<file path="config.mk">
export PLATFORM = sky130hd
export DESIGN_NAME = apb_cmd_master
export DESIGN_NICKNAME = d
export VERILOG_FILES = /design/src/rtl/apb_pkg.sv /design/src/rtl/apb_wait_timer.sv /design/src/rtl/apb_cmd_master.sv
export SDC_FILE = /design/constraint.sdc
export NUM_CORES = 1
export LEC_CHECK = 0
export BUFFER_PORTS_ARGS = -buffer_cell sky130_fd_sc_hd__buf_2
export CAP_MARGIN = 20
export CORE_MARGIN = 3
export CORE_UTILIZATION = 50
export DETAILED_ROUTE_END_ITERATION = 10
export PLACE_DENSITY = 0.85
export SYNTH_ARGS = -nofsm -noshare
export SYNTH_HDL_FRONTEND = slang
export SYNTH_SLANG_ARGS = --single-unit
</file>
<file path="constraint.sdc">
create_clock -name PCLK -period 4.7 [get_ports PCLK]
set_clock_uncertainty 0.05 [all_clocks]
set_input_delay 0.235 -clock PCLK [delete_from_list [all_inputs] [get_ports PCLK]]
set_output_delay 0.235 -clock PCLK [all_outputs]
set_load 0.05 [all_outputs]
</file>
<file path="src/rtl/apb_pkg.sv">
// Shared definitions for the APB command master: FSM state encoding and default bus widths.
package apb_pkg;
   localparam int APB_ADDR_W = 8;
   localparam int APB_DATA_W = 32;

   typedef enum logic [1:0] {
      IDLE,
      SETUP,
      ACCESS,
      RESP
   } apb_state_t;
endpackage

</file>
<file path="src/rtl/apb_wait_timer.sv">
// Wait-state counter for the ACCESS phase; flags expiry on the TIMEOUT-th consecutive
// wait cycle so the master can abort a stuck slave. TIMEOUT=0 never expires.
module apb_wait_timer #(
   parameter int TIMEOUT = 255
) (
   input  logic clk,
   input  logic rst,
   input  logic clear,
   input  logic enable,
   output logic expired
);
   localparam int CNT_W = (TIMEOUT > 0) ? $clog2(TIMEOUT + 1) : 1;
   localparam logic [CNT_W-1:0] LAST = CNT_W'(TIMEOUT - 1);

   logic [CNT_W-1:0] cnt;

   // Saturating so a very long stall with TIMEOUT=0 cannot wrap.
   always_ff @(posedge clk or posedge rst) begin
      if (rst)
         cnt <= '0;
      else if (clear)
         cnt <= '0;
      else if (enable && cnt != '1)
         cnt <= cnt + 1'b1;
   end

   assign expired = (TIMEOUT != 0) && (cnt == LAST);
endmodule

</file>
<file path="src/rtl/apb_cmd_master.sv">
// APB3 initiator: one command per handshake, SETUP/ACCESS with PREADY wait states and
// timeout abort, result returned on a one-entry valid/ready response port.
module apb_cmd_master
   import apb_pkg::*;
#(
   parameter int ADDR_W  = APB_ADDR_W,
   parameter int DATA_W  = APB_DATA_W,
   parameter int TIMEOUT = 255
) (
   input  logic              PCLK,
   input  logic              PRESET,
   input  logic              cmd_valid,
   output logic              cmd_ready,
   input  logic              cmd_write,
   input  logic [ADDR_W-1:0] cmd_addr,
   input  logic [DATA_W-1:0] cmd_wdata,
   output logic              rsp_valid,
   input  logic              rsp_ready,
   output logic [DATA_W-1:0] rsp_rdata,
   output logic              rsp_err,
   output logic              PSEL,
   output logic              PENABLE,
   output logic              PWRITE,
   output logic [ADDR_W-1:0] PADDR,
   output logic [DATA_W-1:0] PWDATA,
   input  logic [DATA_W-1:0] PRDATA,
   input  logic              PREADY,
   input  logic              PSLVERR
);
   apb_state_t state, state_nxt;
   logic       tmr_clear, tmr_enable, expired, access_done;

   assign tmr_clear   = (state == SETUP);
   assign tmr_enable  = (state == ACCESS) && !PREADY;
   assign access_done = PREADY || expired;
   assign cmd_ready   = (state == IDLE);

   apb_wait_timer #(.TIMEOUT(TIMEOUT)) u_wait_timer (
      .clk    (PCLK),
      .rst    (PRESET),
      .clear  (tmr_clear),
      .enable (tmr_enable),
      .expired(expired)
   );

   always_ff @(posedge PCLK or posedge PRESET) begin
      if (PRESET)
         state <= IDLE;
      else
         state <= state_nxt;
   end

   always_comb begin
      state_nxt = state;
      case (state)
         IDLE:    if (cmd_valid) state_nxt = SETUP;
         SETUP:   state_nxt = ACCESS;
         ACCESS:  if (access_done) state_nxt = RESP;
         RESP:    if (rsp_ready) state_nxt = IDLE;
         default: state_nxt = IDLE;
      endcase
   end

   // Address/direction/data are left in place after the transfer; only PSEL/PENABLE drop.
   always_ff @(posedge PCLK or posedge PRESET) begin
      if (PRESET) begin
         PSEL      <= 1'b0;
         PENABLE   <= 1'b0;
         PWRITE    <= 1'b0;
         PADDR     <= '0;
         PWDATA    <= '0;
         rsp_valid <= 1'b0;
         rsp_rdata <= '0;
         rsp_err   <= 1'b0;
      end else begin
         case (state)
            IDLE: if (cmd_valid) begin
               PSEL   <= 1'b1;
               PWRITE <= cmd_write;
               PADDR  <= cmd_addr;
               PWDATA <= cmd_wdata;
            end
            SETUP: PENABLE <= 1'b1;
            ACCESS: if (access_done) begin
               PSEL      <= 1'b0;
               PENABLE   <= 1'b0;
               rsp_valid <= 1'b1;
               if (PREADY) begin
                  rsp_rdata <= PWRITE ? '0 : PRDATA;
                  rsp_err   <= PSLVERR;
               end else begin
                  rsp_rdata <= '0;
                  rsp_err   <= 1'b1;
               end
            end
            RESP: if (rsp_ready) rsp_valid <= 1'b0;
            default: ;
         endcase
      end
   end
endmodule

</file>
Word level (Yosys, flattened, before mapping)
Index checks and enable logic that the tools add are counted.
{"block": "totals", "inputBits": 79, "regBits": 87}
{"block": "op_classes", "reduce_logical": 15, "n_eq_ne": 8, "n_addsub": 1, "mux": 16}
{"cell": "32-bit two-way mux", "n": 2}
{"cell": "8-bit two-way mux", "n": 2}
{"cell": "3-bit AND reduction", "n": 3}
{"cell": "8-bit by 1-bit adder with 8-bit output (second input constant)", "n": 1}
{"cell": "8-bit == test (second input constant)", "n": 1}
{"cell": "8-bit inequality test (second input constant)", "n": 1}
{"cell": "2-bit case mux with 4 select lines", "n": 1}
{"cell": "2-bit nonzero test", "n": 4}
{"cell": "2-bit two-way mux", "n": 3}
{"cell": "2-bit inequality test (second input constant)", "n": 3}
{"cell": "1-bit case mux with 2 select lines", "n": 3}
{"cell": "2-bit AND reduction", "n": 3}
{"cell": "1-bit two-way mux", "n": 5}
{"cell": "2-bit == test (second input constant)", "n": 2}
{"cell": "2-bit by 1-bit == test with 1-bit output (second input constant)", "n": 1}
{"cell": "1-bit logical AND", "n": 2}
{"cell": "2-bit zero test", "n": 1}
{"cell": "1-bit zero test", "n": 1}
{"cell": "1-bit logical OR", "n": 1}

Longest topological paths before layout
{"block": "depth", "depth_word": 5, "mapped_depth": 7, "ltp_nobuf": 6}

By module
Synthesis repeated with hierarchy kept, for this count alone.
{"block": "unflattened", "cells_unflattened": 318, "hier_area_um2": 3861.2}
{"mod": "apb_cmd_master", "cells_each": 263, "instances": 1, "seq_area_each_um2": 1976.9, "area_each_um2": 3337.0}
{"mod": "apb_wait_timer", "cells_each": 55, "instances": 1, "seq_area_each_um2": 200.2, "area_each_um2": 524.3}

Least setup slack after synthesis
No wires, ideal clock.
{"block": "synth_timing", "kind": "register to register", "start": "register state[0]", "end": "register PADDR[6]", "path_stages_with_launch": 6, "setup_slack_ns": 2.681, "arrival_ns": 1.841, "n_path_buf": 1, "period_less_slack_ns": 2.019, "setup_time_ns": 0.128, "cell_sequence": "dfrtp_1 > inv_1 > ha_1 > nand2_1 > buf_1 > mux2_1"}
{"block": "synth_between", "elab_chain_cells": 2}
{"element": "start, declared", "line_no": "apb_cmd_master.sv:30", "source": "apb_state_t state, state_nxt;"}
{"element": "start signal, assigned", "line_no": "apb_cmd_master.sv:50", "source": "state <= state_nxt;"}
{"element": "2-bit zero test"}
{"element": "named net cmd_ready", "line_no": "apb_cmd_master.sv:13", "source": "output logic cmd_ready,"}
{"element": "2-bit AND reduction (no line)"}
{"element": "end signal, assigned", "line_no": "apb_cmd_master.sv:80", "source": "PADDR <= cmd_addr;"}
{"element": "end, declared", "line_no": "apb_cmd_master.sv:24", "source": "output logic [ADDR_W-1:0] PADDR,"}
The timed path passes the listed nets, and every way through them passes these cells.
A chain may end at the register's enable or synchronous reset.

Final worst setup path
{"block": "layout_timing", "start": "register state[0]", "end": "register PADDR[7]"}
{"block": "layout_between", "elab_chain_cells": 2}
{"element": "2-bit zero test", "line_no": "apb_cmd_master.sv:76", "source": "case (state)"}
{"element": "2-bit AND reduction (no line)"}
No other way between the ends.

==> out/qor.yml <==
clk_pin_slew_ns: 0.08
synth-seq-area-share_pct: 63.4
arrival_ns: 2.31
synth-adder-area-share_pct: 2.19
clockBufferDepth: 2
fin_nets: 483
clkLatencyLatePin_ns: 0.34
placed_area_mm2: 0.00430
synth-simple-area-share_pct: 4.77
max-slew-margin-rel_pct: 36.5
root_buffer: "clkbuf_8"
die-height_um: 88.9
hpwl_mm: 5.55
io-pin-count: 157
core-area_mm2: 0.00649
setup_viol: 0
ys_ff_latch: 87
worst_slew_pin_slew_ns: 0.949
grt_overflow: 0
outcome: "finished clean"
place_ws_ns: 2.57
grt_pass1_vias: 2429
diodes: 0
drtIter0Drc: 36
hp-class: "in -> reg"
cpMaxStageDelayCell: "nand2_2"
wl_per_cell_um: 15.9
final_area_mm2: 0.00451
vias: 2490
cp.depth: 4
critPathTopFamily: "simple AND/OR/NAND/NOR gates"
synth_edf_count: 0
worstPathRequired_ns: 4.87
yosysTopAreaCellShare_pct: 63.4
syn_avg_cell_area_um2: 14.4
cp-endpoint: "PADDR[7]"
cts_tree: "built"
ys_async_sr_fraction_pct: 100
syn_to_final_growth_pct: 31.2
synth_top_family_by_area: "multiplexers"
first_pass_iters: 5
cp_cell_sequence: "inv_1, ha_1, nand2_2, mux2_1"
gp_congestion: 0.718
synth_top_cells_by_count: "dfrtp_1 (87), a22o_1 (34), mux2_2 (32), mux2_1 (12), nor2_1 (11)"
grt_pass1_wl_mm: 11.4
cp-end-kind: "register"
synth_area_mm2: 0.00343
layout_setup_ws_ns: 2.56
cp-start-kind: "register"
yosysWarningCount: 0
syn_nets: 323
synth_compound_area_share_pct: 11.9
grt_max_degree: 67
track_usage_pct: 19.2
ys.flop_type: "dfrtp_1"
via_per_inst: 5.19
rrSetupSlack_ns: 2.56
timing.fmax_ghz: 0.468
cts_setup_buffers: 0
synth.most_common_cell: "dfrtp_1"
hold_viol_final: 0
path_max_fanout: 41
htreeDepth: 3
rows: 29
r2r_cells: 4
drv_slew: 0
cts_made_buffers: 9
timing.rr.start: "state[0]"
initial_core_util_pct: 52.9
startpoint: "state[0]"
critical_path_class: "reg -> reg"
setup_tns_ns: 0
finalWirelength_mm: 7.61
min_period_ns: 2.14
route.detailed.drc: 0
die_w_um: 88.9
fin_crit_sh_pct: 45.5
maxCapViolations: 0
cp_num_buf_inv: 1
die-area_mm2: 0.00790
ys_types: 33
cpPeakStageDelay_ns: 0.57
ys_top_cells_by_area: "dfrtp_1 (63%), mux2_2 (10%), a22o_1 (8.7%), mux2_1 (3.9%), ha_1 (2.2%)"
r2r-end: "PADDR[7]"
yosysTopAreaCell: "dfrtp_1"
clkSinkCount: 87
synth_cells: 238
synth_xor_area_share_pct: 1.02
drive_above_1_share_pct: 52.9
portBuffers: 156
antenna_found_initial: 0
ant_nets: 0
rsz0062_at_grt: "no"
synthMuxAreaShare_pct: 14.4
through the flow:
step / util (%) / hold WS [ns] / std cells
2_1_floorplan: - / 0.317 / 238
3_3_place_gp: 66.2 / 0.169 / 463
3_5_place_dp: 66.2 / 0.171 / 463
4_1_cts: 69.4 / 0.0365 / 480
5_1_grt: 69.4 / 0.0354 / 480
6_report: 69.4 / 0.0503 / 480
state kept, by name (all words and copies together) (netlist names), 2 cells and up:
register          count
PWDATA               32
state                 2
u_wait_timer.cnt      8
rsp_rdata            32
PADDR                 8
layout make-up:
cell class	instances	area (µm²)
sequential	87	2180
inverter	8	31.3
clock inverter	5	57.6
tap	77	96.3
fill	459	1990
multi-input combinational	132	1190
clock buffer	11	141
timing repair buffer	160	813
cell families (layout without fill, tap and decap cells):
| kind of cell | after synthesis | count (layout) |
|---|---|---|
| muxes | 44 | 44 |
| buffers and inverters | 19 | 184 |
| xor gates and xnor gates | 4 | 4 |
| and+or+nand+nor | 30 | 30 |
| AOI/OAI and AO/OA | 48 | 48 |
| adders and majority gates | 6 | 6 |
| DFF | 87 | 87 |
layout by cell type (no fill, tap or decap), types with 3 or more instances in the layout:
master / count
mux2_1: 12
nor2_1: 10
dfrtp_1: 87
xor2_1: 3
a22o_1: 34
buf_4: 3
inv_1: 7
ha_1: 6
nand3_1: 4
mux2_2: 32
clkbuf_8: 10
clkinvlp_4: 3
buf_2: 156
worst reg2reg max path, delay by kind of cell (launching register included):
kind,cells,cell delay (ns)
fa+ha+maj,1,0.30
buf+inv,1,0.10
flops,1,0.43
mux,1,0.57
simple gates,1,0.58
worst min path at each step:
stage / start / end / slack (ns) / depth (start not counted)
2_1_floorplan: cmd_wdata[20] / PWDATA[20] / 0.32 / 1
3_3_place_gp: PRESET / PSEL / 0.17 / 2
3_5_place_dp: PRESET / PSEL / 0.17 / 2
4_1_cts: cmd_wdata[23] / PWDATA[23] / 0.04 / 2
5_1_grt: cmd_wdata[23] / PWDATA[23] / 0.04 / 2
6_report: cmd_wdata[23] / PWDATA[23] / 0.05 / 2
routing by layer:
layer | share of wire (%) | global-route usage [%] | vias up
met5 | 0 | 0 | -
met4 | 1.8 | 8.52 | 0
met3 | 7.9 | 5.12 | 14
met2 | 49 | 31.4 | 96
met1 | 41 | 24.0 | 1196
li1 | - | - | 1184
repair_timing:
item                                    4_1_cts  5_1_grt
endpoints found under the setup margin        0        0
gates resized for setup                       0        0
hold endpoints to repair                     21        0
hold buffers                                  1        0
Power is not shown: default switching activity piles up to over one toggle a cycle in this logic, so the estimate is an artifact.
